**config.mk**
```make
export PLATFORM = sky130hd
export DESIGN_NAME = formatter
export DESIGN_NICKNAME = d
export VERILOG_FILES = /design/src/rtl/formatter.sv
export SDC_FILE = /design/constraint.sdc
export NUM_CORES = 1
export LEC_CHECK = 0
export CORE_MARGIN = 1.5
export CORE_UTILIZATION = 60
export CTS_BUF_LIST = sky130_fd_sc_hd__clkbuf_8
export CTS_CLUSTER_DIAMETER = 40
export DETAILED_ROUTE_END_ITERATION = 7
export MAX_ROUTING_LAYER = met4
export PLACE_DENSITY = 0.76
export REMOVE_ABC_BUFFERS = 1
export SKIP_CTS_REPAIR_TIMING = 1
export SLEW_MARGIN = 40
export SYNTH_ARGS = -nofsm -noshare
export SYNTH_HDL_FRONTEND = slang
export SYNTH_SLANG_ARGS = --single-unit
```
**constraint.sdc**
```tcl
create_clock -name clk_i -period 4.69 [get_ports clk_i]
set_clock_uncertainty 0.1 [all_clocks]
set_input_delay 0.938 -clock clk_i [delete_from_list [all_inputs] [get_ports clk_i]]
set_output_delay 0.938 -clock clk_i [all_outputs]
set_load 0.005 [all_outputs]
```
**src/rtl/formatter.sv**
```systemverilog
// Store-and-forward formatter: buffers one arbiter packet in a local FIFO,
// requests the receiver, then streams the packet with start/end framing.
module formatter #(
  parameter int DATA_W     = 32,
  parameter int FIFO_DEPTH = 32
) (
  input  logic              clk_i,
  input  logic              rst_i,
  output logic              f2a_id_req_o,
  output logic              f2a_ack_o,
  input  logic              a2f_val_i,
  input  logic [1:0]        a2f_id_i,
  input  logic [DATA_W-1:0] a2f_data_i,
  input  logic [2:0]        a2f_pkglen_sel_i,
  output logic              fmt_req_o,
  input  logic              fmt_grant_i,
  output logic [1:0]        fmt_chid_o,
  output logic [5:0]        fmt_length_o,
  output logic [DATA_W-1:0] fmt_data_o,
  output logic              fmt_start_o,
  output logic              fmt_end_o
);

  localparam int AW = $clog2(FIFO_DEPTH);

  localparam logic [2:0] S_IDLE   = 3'd0;
  localparam logic [2:0] S_ID_REQ = 3'd1;
  localparam logic [2:0] S_RECV   = 3'd2;
  localparam logic [2:0] S_REQ    = 3'd3;
  localparam logic [2:0] S_SEND   = 3'd4;

  logic [2:0]        r_state;
  logic [2:0]        w_next_state;
  logic [DATA_W-1:0] r_mem [FIFO_DEPTH];
  logic [AW-1:0]     r_wr_ptr;
  logic [AW-1:0]     r_rd_ptr;
  logic [AW:0]       r_count;
  logic [5:0]        r_wr_cnt;
  logic [5:0]        r_rd_cnt;
  logic [5:0]        r_length;
  logic [1:0]        r_chid;
  logic [5:0]        w_len_dec;
  logic              w_wr;
  logic              w_rd;
  logic              w_last_wr;
  logic              w_last_rd;

  // Codes above 3 saturate at the largest packet.
  always_comb begin
    case (a2f_pkglen_sel_i)
      3'd0:    w_len_dec = 6'd4;
      3'd1:    w_len_dec = 6'd8;
      3'd2:    w_len_dec = 6'd16;
      default: w_len_dec = 6'd32;
    endcase
  end

  assign w_wr      = a2f_val_i && ((r_state == S_ID_REQ) || (r_state == S_RECV));
  assign w_rd      = (r_state == S_SEND);
  assign w_last_wr = (r_state == S_ID_REQ) ? (w_len_dec == 6'd1)
                                           : ((r_wr_cnt + 6'd1) == r_length);
  assign w_last_rd = (r_rd_cnt == (r_length - 6'd1));

  // NOTE: the next state gets a default before the case so no latch is inferred.
  always_comb begin
    w_next_state = r_state;
    case (r_state)
      S_IDLE:   w_next_state = S_ID_REQ;
      S_ID_REQ: if (w_wr) w_next_state = w_last_wr ? S_REQ : S_RECV;
      S_RECV:   if (w_wr && w_last_wr) w_next_state = S_REQ;
      S_REQ:    if (fmt_grant_i) w_next_state = S_SEND;
      S_SEND:   if (w_last_rd) w_next_state = S_IDLE;
      default:  w_next_state = S_IDLE;
    endcase
  end

  always_ff @(posedge clk_i) begin
    if (rst_i) begin
      r_state  <= S_IDLE;
      r_wr_ptr <= '0;
      r_rd_ptr <= '0;
      r_count  <= '0;
      r_wr_cnt <= '0;
      r_rd_cnt <= '0;
      r_length <= '0;
      r_chid   <= '0;
    end else begin
      r_state <= w_next_state;
      if (w_wr) begin
        r_wr_ptr <= (r_wr_ptr == AW'(FIFO_DEPTH - 1)) ? '0 : r_wr_ptr + AW'(1);
        r_count  <= r_count + (AW+1)'(1);
        if (r_state == S_ID_REQ) begin
          r_chid   <= a2f_id_i;
          r_length <= w_len_dec;
          r_wr_cnt <= 6'd1;
        end else begin
          r_wr_cnt <= r_wr_cnt + 6'd1;
        end
      end
      if (w_rd) begin
        r_rd_ptr <= (r_rd_ptr == AW'(FIFO_DEPTH - 1)) ? '0 : r_rd_ptr + AW'(1);
        r_count  <= r_count - (AW+1)'(1);
        r_rd_cnt <= w_last_rd ? 6'd0 : r_rd_cnt + 6'd1;
      end
    end
  end

  // NOTE: the buffer array has no reset; pointers and count define its contents.
  always_ff @(posedge clk_i) begin
    if (w_wr) r_mem[r_wr_ptr] <= a2f_data_i;
  end

  assign f2a_id_req_o = (r_state == S_ID_REQ);
  assign f2a_ack_o    = w_wr;
  assign fmt_req_o    = (r_state == S_REQ);
  assign fmt_chid_o   = r_chid;
  assign fmt_length_o = r_length;
  assign fmt_data_o   = w_rd ? r_mem[r_rd_ptr] : '0;
  assign fmt_start_o  = w_rd && (r_rd_cnt == 6'd0);
  assign fmt_end_o    = w_rd && w_last_rd;

`ifndef SYNTHESIS
  a_no_overflow: assert property (@(posedge clk_i) disable iff (rst_i)
    !(w_wr && (r_count == (AW+1)'(FIFO_DEPTH))))
    else $error("formatter: FIFO overflow");
  a_no_underflow: assert property (@(posedge clk_i) disable iff (rst_i)
    !(w_rd && (r_count == '0)))
    else $error("formatter: FIFO underflow");
`endif

endmodule

```
==> flow_summary_export.csv, run 1 <==
group,metric,value,unit
status,outcome,"finished clean",
grt,grt_max_degree,47,
worst_setup_path,path_max_fanout,29,
worst_setup_path,r2r-end,"r_mem[14][21]",
clock_network,root_buffer,"clkbuf_8",
layout,area_growth,13.39,%
worst_setup_path,max_stage_delay,0.60,ns
placed_design,dp_hpwl,53790,um
timing,worst_slew_pin_slew,0.8196,ns
routing,vias,20500,
floorplan,boundaryPins,86,
synthesis,ys_ff_latch,1060,
pwr,power_density,383.5,nW/um2
routing,drt_iter0_markers,2440,
placed_design,io_buffers,83,
timing,period_needed,4.541,ns
routing,routedWlPerCell,29.35,um
placed_design,gp_congestion,0.8177,
clock_network,cts_tree,"yes",
worst_setup_path,cp.required,3.65,ns
synthesis,synth-edff-count,1024,
worst_setup_path,crit_end,"fmt_data_o[14]",
synthesis,synth_top_flop_cell,"edfxtp_1",
synthesis,synth_area_leaders,"edfxtp_1, mux4_2, dfxtp_1",
floorplan,die_area,70210,um2
job,maxCapViolations,0,
floorplan,die_h,265.0,um
clock_network,cts-htree-levels,4,
placed_design,place_ws,0.4728,ns
grt,grt_pass1_wl,134800,um
timing,fin_ws,0.1488,ns
worst_setup_path,endpoint_kind,"output pin",
synthesis,synth_area,41180,um2
timing,hold_viol_final,0,
timing,fin_crit_sh,0.9683,
routing,antenna_left,0,
worst_setup_path,regToRegSetupSlack,1.48,ns
synthesis,synth-async-reset-ratio,0,
worst_setup_path,worstPathArrival,3.50,ns
worst_setup_path,cp-start-kind,"flip-flop",
pwr,p_leak,14.31,nW
worst_setup_path,cp_cell_sequence,"buf_12 -> buf_4 -> mux4_2 -> o22a_1 -> o21ai_1 -> a221oi_2 -> clkdlybuf4s50_1",
synthesis,ys_warn_count,0,
routing,drcViolationCount,0,
grt,gr-total-overflow,0,
timing,setup_viol,0,
grt,first_global_vias,20950,
routing,wirelength,91890,um
layout,nets,2183,
synthesis,avgSynthCellArea,21.89,um2
layout,fillers,3958,
synthesis,synth.most_common_cell,"edfxtp_1",
clock_network,clk_latency,0.80,ns
clock_network,cts_buffer_depth,3,
synthesis,syn-instance-count,1881,
synthesis,synth_cell_types,58,
timing,finalMaxSlewViolations,0,
clock_network,clk_pin_slew,0.06,ns
pwr,vdd_drop_max,0.2006,mV
clock_network,cts_buffers,165,
floorplan,start_util,0.6099,
layout,final_area,46690,um2
timing,maxSlewHeadroom,0.4523,
routing,via_per_inst,6.546,
clock_network,clock-sinks,1060,
synthesis,synth_top_cell_area_share,0.7468,
floorplan,die_x,265.0,um
synthesis,synth_common_cells,"edfxtp_1, mux4_2, nor2_1",
worst_setup_path,r2r_cells,6,
layout,drive_gt1_frac,0.3054,
floorplan,num_rows,95,
layout,postLayoutCoreUtil,0.6915,
hold_path,hp-class,"flip-flop to flip-flop",
grt,grt_util_all_layers,0.2764,
worst_setup_path,r2r-start,"r_state[1]",
grt,antenna_found_initial,2,
placed_design,placed_cell_area,43480,um2
routing,firstDrtPassIters,5,
synthesis,yosysTopAreaCell,"edfxtp_1",
timing,fmax,220.2,MHz
synthesis,yosysSeqAreaShare,0.7643,
floorplan,core_area,67510,um2
worst_setup_path,crit_slowest_cell,"clkdlybuf4s50_1",
timing,hold_slack,0.3700,ns
timing,tns,0,ns
worst_setup_path,crit_type,"flip-flop to output pin",
## placed cells by master (no fill, tap or decap), types with 9 or more instances in the layout
| master | instances |
|---|---|
| mux4_2 | 250 |
| nor2_1 | 54 |
| nand3_1 | 9 |
| mux2_2 | 32 |
| buf_2 | 31 |
| o21ai_0 | 13 |
| mux2i_1 | 32 |
| clkdlybuf4s50_1 | 52 |
| o221ai_1 | 27 |
| dfxtp_1 | 32 |
| inv_1 | 58 |
| nor2_4 | 33 |
| clkbuf_8 | 172 |
| ha_1 | 12 |
| o22a_1 | 20 |
| buf_4 | 80 |
| nand2_1 | 38 |
| buf_12 | 18 |
| clkinv_2 | 10 |
| a211oi_1 | 13 |
| clkinv_1 | 42 |
| edfxtp_1 | 1024 |
| o22ai_1 | 11 |
| a21oi_1 | 28 |
| a221oi_2 | 17 |
| o21ai_1 | 21 |
## worst min path at each step
stage / start / to / slack [ns] / cells after the start
2_1_floorplan: fmt_chid_o[0] / fmt_chid_o[0] / 0.35 / 2
5_1_grt: fmt_chid_o[1] / fmt_chid_o[1] / 0.39 / 2
3_5_place_dp: fmt_chid_o[0] / fmt_chid_o[0] / 0.36 / 2
6_report: fmt_chid_o[1] / fmt_chid_o[1] / 0.37 / 2
3_3_place_gp: fmt_chid_o[1] / fmt_chid_o[1] / 0.34 / 2
4_1_cts: fmt_chid_o[0] / fmt_chid_o[0] / 0.37 / 2
## per-stage QoR
stage / std cells / total power [mW]
after floorplan: 1774 / 10.82
after global placement: 2821 / 11.04
after detailed placement: 2821 / 11.04
after CTS: 3114 / 18.01
after global routing: 3131 / 18.46
final: 3131 / 17.91
## kinds of logic after synthesis
kind of cell,count (synthesis),share of synthesized area
compound gates,168,0.03215
simple gates,190,0.02164
other cells,1,0.00009107
fa+ha+maj,13,0.003889
xor+xnor,14,0.002978
buf+inv,115,0.01787
flops,1060,0.7643
mux,320,0.1571
## where the power goes
part	internal, mW	switching (mW)	total [mW]
logic	0.127	0.273	0.401
registers	10.4	0.0245	10.4
clock network	3.62	3.44	7.06
## critical path: cells and delay by family, from the launching register on
family	cells	cell delay, ns
flops	1	0.47
buf+inv	3	1.21
mux	1	0.28
compound gates	3	0.73
## metal layers
layer	wire length (um)	global-route usage	part of all wire	up-vias
li1	-	-	-	8472
met1	35420	0.3776	0.39	10650
met2	44510	0.4138	0.48	1216
met3	9837	0.07905	0.11	157
met4	2116	0.07815	0.023	0
met5	0	-	0	-
## area by class of cell
type                            count  area (um2)  area share
Multi-Input combinational cell    707        9239      0.1979
Clock buffer                      172        2367     0.05070
Tap cell                          873        1092     0.02340
Clock inverter                    121       640.6     0.01372
Timing Repair Buffer              189        1836     0.03931
Antenna cell                        2       5.005   0.0001072
Inverter                            7       26.28   0.0005628
Sequential cell                  1060       31480      0.6743
## sequential cells by signal (all words and copies together), names as in the netlist, named ones only
register      count
r_mem          1024
r_rd_cnt          6
r_wr_cnt          6
r_rd_ptr          5
r_wr_ptr          5
fmt_length_o      4
r_state           3
fmt_chid_o        2
Note: power is estimated with default switching activity, not from simulation.
==> inputs of run 2 (changes only) <==
--- a/config.mk
+++ b/config.mk
@@ -11,4 +11,5 @@
 export CTS_CLUSTER_DIAMETER = 40
 export DETAILED_ROUTE_END_ITERATION = 7
+export HOLD_SLACK_MARGIN = 0.02
 export MAX_ROUTING_LAYER = met4
 export PLACE_DENSITY = 0.76
--- a/constraint.sdc
+++ b/constraint.sdc
@@ -3,3 +3,3 @@
 set_input_delay 0.938 -clock clk_i [delete_from_list [all_inputs] [get_ports clk_i]]
 set_output_delay 0.938 -clock clk_i [all_outputs]
-set_load 0.005 [all_outputs]
+set_load 0.02 [all_outputs]
==> flow_summary_export.csv, run 2 (synthesis results as in run 1) <==
group,metric,value,unit
job,maxCapViolations,0,
layout,area_growth,13.50,%
routing,vias,20800,
placed_design,place_ws,0.5836,ns
routing,antenna_left,0,
floorplan,boundaryPins,86,
hold_path,min-delay-start,"fmt_chid_o[1]",
clock_network,clk_pin_slew,0.06,ns
timing,fin_ws,0.1046,ns
routing,via_per_inst,6.651,
clock_network,cts_buffers,167,
layout,multi_input_area,9230,um2
floorplan,core_area,67510,um2
routing,drcViolationCount,0,
placed_design,placed_cells,2816,
timing,fin_crit_sh,0.9777,
pwr,vdd_drop_max,0.2004,mV
floorplan,num_rows,95,
worst_setup_path,path_max_fanout,45,
clock_network,cts-htree-levels,4,
placed_design,dp_hpwl,53740,um
grt,gr-total-overflow,0,
clock_network,cts_tree,"yes",
layout,largest_reg_flops,1024,
worst_setup_path,crit_type,"flip-flop to output pin",
clock_network,clock-sinks,1060,
placed_design,io_buffers,83,
routing,drt_iter0_markers,2515,
status,outcome,"finished clean",
placed_design,gp_congestion,0.8282,
layout,top_regs,"r_mem x1024, r_rd_cnt x6, r_wr_cnt x6",
clock_network,root_buffer,"clkbuf_8",
grt,antenna_found_initial,0,
grt,grt_max_degree,46,
timing,maxSlewHeadroom,0.4770,
layout,final_area,46730,um2
pwr,p_leak,14.29,nW
routing,wirelength,93160,um
layout,mostFrequentLayoutCell,"edfxtp_1",
timing,hold_slack,0.3645,ns
layout,drive_gt1_frac,0.3079,
worst_setup_path,r2r-start,"r_state[1]",
floorplan,die_x,265.0,um
floorplan,die_area,70210,um2
worst_setup_path,r2r_cells,6,
timing,setup_viol,0,
timing,tns,0,ns
routing,firstDrtPassIters,5,
pwr,power,18.04,mW
timing,worst_slew_pin_slew,0.7826,ns
worst_setup_path,endpoint_kind,"output pin",
clock_network,cts_buffer_depth,3,
layout,instances_no_fill,3127,
floorplan,start_util,0.6099,
placed_design,placed_cell_area,43480,um2
layout,fillers,3970,
grt,first_global_vias,20950,
layout,final_cell_mix,"edfxtp_1, mux4_2, clkbuf_8",
worst_setup_path,cp.required,3.65,ns
layout,nets,2178,
pwr,power_density,386.0,nW/um2
clock_network,clk_latency,0.81,ns
layout,regArea,31480,um2
timing,finalMaxSlewViolations,0,
routing,routedWlPerCell,29.79,um
worst_setup_path,regToRegSetupSlack,1.60,ns
worst_setup_path,r2r-end,"r_mem[6][24]",
floorplan,die_h,265.0,um
layout,postLayoutCoreUtil,0.6922,
worst_setup_path,worstPathArrival,3.55,ns
layout,antenna_cells,0,
timing,fmax,218.1,MHz
grt,grt_pass1_wl,135900,um
worst_setup_path,cp-start-kind,"flip-flop",
layout,largest-register,"r_mem",
hold_path,hp-class,"flip-flop to flip-flop",
worst_setup_path,crit_end,"fmt_data_o[30]",
timing,period_needed,4.585,ns
grt,grt_util_all_layers,0.2784,
timing,rsz0062_at_grt,"false",
timing,hold_viol_final,0,
## run 2: cell count changes in the layout (fill, tap and decap cells not counted), sizes merged
cell,before,now
clkinv,53,69
inv,64,58
buf,135,131
clkbuf,174,171
diode,2,0
clkinvlp,7,3
clkdlybuf4s50,52,51
## run 2: final cells by class
class	instances	share of cell area
repair buffers	182	0.03928
clock buffers	171	0.05036
multi-input cells	707	0.1975
well taps	873	0.02337
inverters	7	0.0005622
flip-flops and latches	1060	0.6737
clock inverters	127	0.01526
## run 2: power breakdown
part	switching, mW	total [mW]	internal, mW
logic	0.289	0.414	0.124
clock network	3.53	7.18	3.65
registers	0.0235	10.4	10.4
total	3.85	18.0	14.2
## run 2: worst min-delay path by stage
stage,to,cells past startpoint
floorplan,flip-flop,2
global placement,fmt_chid_o[1],2
detailed placement,fmt_chid_o[0],2
CTS,fmt_chid_o[1],2
global route,fmt_chid_o[1],2
finish,fmt_chid_o[1],2
## run 2: metal layers
| layer | global-route usage | vias to the layer above | share of wire |
|---|---|---|---|
| li1 | - | 8463 | - |
| met1 | 0.3813 | 10950 | 0.39 |
| met2 | 0.4246 | 1216 | 0.49 |
| met3 | 0.06763 | 171 | 0.098 |
| met4 | 0.08015 | 0 | 0.022 |
| met5 | - | - | 0 |
## run 2: worst max-delay path, stage by stage, from the launching register on
cell and delay, ns:
dfxtp_4 0.39, buf_4 0.21, buf_12 0.29, mux4_2 0.60
mux2_2 0.29, o21ai_1 0.14, a21oi_1 0.11, clkdlybuf4s50_1 0.62
==> inputs of run 3 (changes only) <==
--- a/config.mk
+++ b/config.mk
@@ -6,4 +6,5 @@
 export NUM_CORES = 1
 export LEC_CHECK = 0
+export CAP_MARGIN = 20
 export CORE_MARGIN = 1.5
 export CORE_UTILIZATION = 60
@@ -15,4 +16,5 @@
 export PLACE_DENSITY = 0.76
 export REMOVE_ABC_BUFFERS = 1
+export SETUP_SLACK_MARGIN = 0.15
 export SKIP_CTS_REPAIR_TIMING = 1
 export SLEW_MARGIN = 40
--- a/constraint.sdc
+++ b/constraint.sdc
@@ -3,3 +3,3 @@
 set_input_delay 0.938 -clock clk_i [delete_from_list [all_inputs] [get_ports clk_i]]
 set_output_delay 0.938 -clock clk_i [all_outputs]
-set_load 0.02 [all_outputs]
+set_load 0.01 [all_outputs]
==> flow_summary_export.csv, run 3 (synthesis results as in run 1) <==
group,metric,value,unit
floorplan,die_x,265.0,um
pwr,p_sw_frac,0.2118,
floorplan,die_h,265.0,um
floorplan,num_rows,95,
routing,wirelength,93800,um
placed_design,gp_congestion,0.8379,
routing,firstDrtPassIters,6,
worst_setup_path,crit_type,"flip-flop to output pin",
routing,vias,20690,
clock_network,cts_buffers,165,
floorplan,core_area,67510,um2
timing,hold_viol_final,0,
worst_setup_path,r2r-end,"r_mem[24][23]",
worst_setup_path,crit_slowest_cell,"mux4_2",
worst_setup_path,max_stage_delay,0.58,ns
layout,drive_gt1_frac,0.3022,
pwr,seqPwrFrac,0.582,
timing,maxSlewHeadroom,0.4523,
timing,period_needed,4.489,ns
pwr,clkPwrFrac,0.395,
worst_setup_path,path_max_fanout,42,
routing,drcViolationCount,0,
timing,finalMaxSlewViolations,0,
layout,regArea,31480,um2
clock_network,clk_latency,0.80,ns
job,maxCapViolations,0,
pwr,power,17.95,mW
pwr,p_leak,14.31,nW
clock_network,root_buffer,"clkbuf_8",
worst_setup_path,endpoint_kind,"output pin",
worst_setup_path,worst-path-buf-inv,2,
timing,tns,0,ns
grt,grt_max_degree,54,
routing,antenna_left,0,
timing,rsz0062_at_grt,"true",
grt,first_global_vias,20930,
layout,area_growth,13.33,%
layout,fillers,3967,
pwr,p_int,14.15,mW
floorplan,start_util,0.6099,
pwr,power_density,384.6,nW/um2
worst_setup_path,r2r_cells,6,
routing,routedWlPerCell,30.03,um
worst_setup_path,path_delay_family,"multiplexers",
clock_network,cts-htree-levels,4,
clock_network,clock-sinks,1060,
grt,grt_pass1_wl,137800,um
layout,largest-register,"r_mem",
clock_network,cts_tree,"yes",
pwr,power_switching,3.801,mW
layout,postLayoutCoreUtil,0.6912,
clock_network,clk_pin_slew,0.06,ns
clock_network,cts_buffer_depth,3,
timing,worst_slew_pin_slew,0.8195,ns
routing,via_per_inst,6.623,
hold_path,hp-class,"flip-flop to flip-flop",
placed_design,dp_hpwl,55170,um
worst_setup_path,regToRegSetupSlack,1.63,ns
layout,largest_reg_flops,1024,
routing,drt_iter0_markers,2517,
timing,fmax,222.8,MHz
worst_setup_path,cp-start-kind,"flip-flop",
worst_setup_path,worstPathArrival,3.45,ns
worst_setup_path,cp.required,3.65,ns
pwr,pwr-share-comb,0.023,
status,outcome,"finished clean",
worst_setup_path,cp_cell_sequence,"buf_16 -> mux4_2 -> mux2_2 -> o221ai_1 -> a221oi_2 -> clkdlybuf4s50_1",
placed_design,io_buffers,83,
floorplan,die_area,70210,um2
hold_path,holdPathEnd,"fmt_chid_o[1]",
timing,setup_viol,0,
grt,antenna_found_initial,1,
layout,nets,2168,
layout,mostFrequentLayoutCell,"edfxtp_1",
hold_path,min-delay-start,"fmt_chid_o[1]",
pwr,vdd_drop_max,0.2588,mV
grt,grt_util_all_layers,0.2821,
hold_path,hold_path_depth,2,
layout,top_regs,"r_mem x1024, r_rd_cnt x6, r_wr_cnt x6",
floorplan,boundaryPins,86,
layout,multi_input_area,9245,um2
grt,gr-total-overflow,0,
timing,hold_slack,0.3670,ns
timing,fin_crit_sh,0.9571,
layout,final_cell_mix,"edfxtp_1, mux4_2, clkbuf_8",
worst_setup_path,r2r-start,"r_state[1]",
## run 3: per-layer routing
metal  global-route usage  share of wire  up-vias
met3              0.06540           0.10      169
met2               0.4214           0.49     1228
li1                     -              -     8456
met4              0.08108          0.021        0
met1               0.3972           0.39    10840
met5                    -              0        -
## run 3: tightest hold or removal path: stages (launching register included)
cell	delay [ns]
dfxtp_1	0.31
nand2_1	0.05
a21oi_1	0.05
## run 3: final cells by class
class / instances / area share
inverters: 7 / 0.0005630
repair buffers: 174 / 0.03831
clock inverters: 129 / 0.01389
clock buffers: 173 / 0.05102
diodes: 1 / 0.00005362
multi-input cells: 707 / 0.1981
well taps: 873 / 0.02341
flip-flops and latches: 1060 / 0.6746
## run 3: how the worst max path moves through the flow
stage	to	slack, ns	depth (start not counted)
3_5_place_dp	r_mem[24][5]	0.64	7
3_3_place_gp	r_mem[24][21]	0.75	7
6_report	fmt_data_o[26]	0.20	6
4_1_cts	fmt_data_o[2]	-0.06	7
5_1_grt	fmt_data_o[30]	0.06	7
2_1_floorplan	fmt_data_o[14]	-7.05	4
## run 3: metrics by stage
step                std cells  setup WS [ns]  cell area [um2]
floorplan                1774         -7.053            40470
global placement         2812         0.7477            43620
detailed placement       2812         0.6402            43460
CTS                      3114       -0.06017            46490
global route             3124        0.05894            46670
finish                   3124         0.2013            46670
## run 3: power by group through the flow
stage | combinational, mW | clock, mW | sequential [mW]
after detailed placement | 0.413 | 0 | 10.6
final | 0.413 | 7.09 | 10.4
after floorplan | 0.168 | 0 | 10.7
after CTS | 0.412 | 7.19 | 10.4
after global routing | 0.445 | 7.60 | 10.4
after global placement | 0.408 | 0 | 10.6
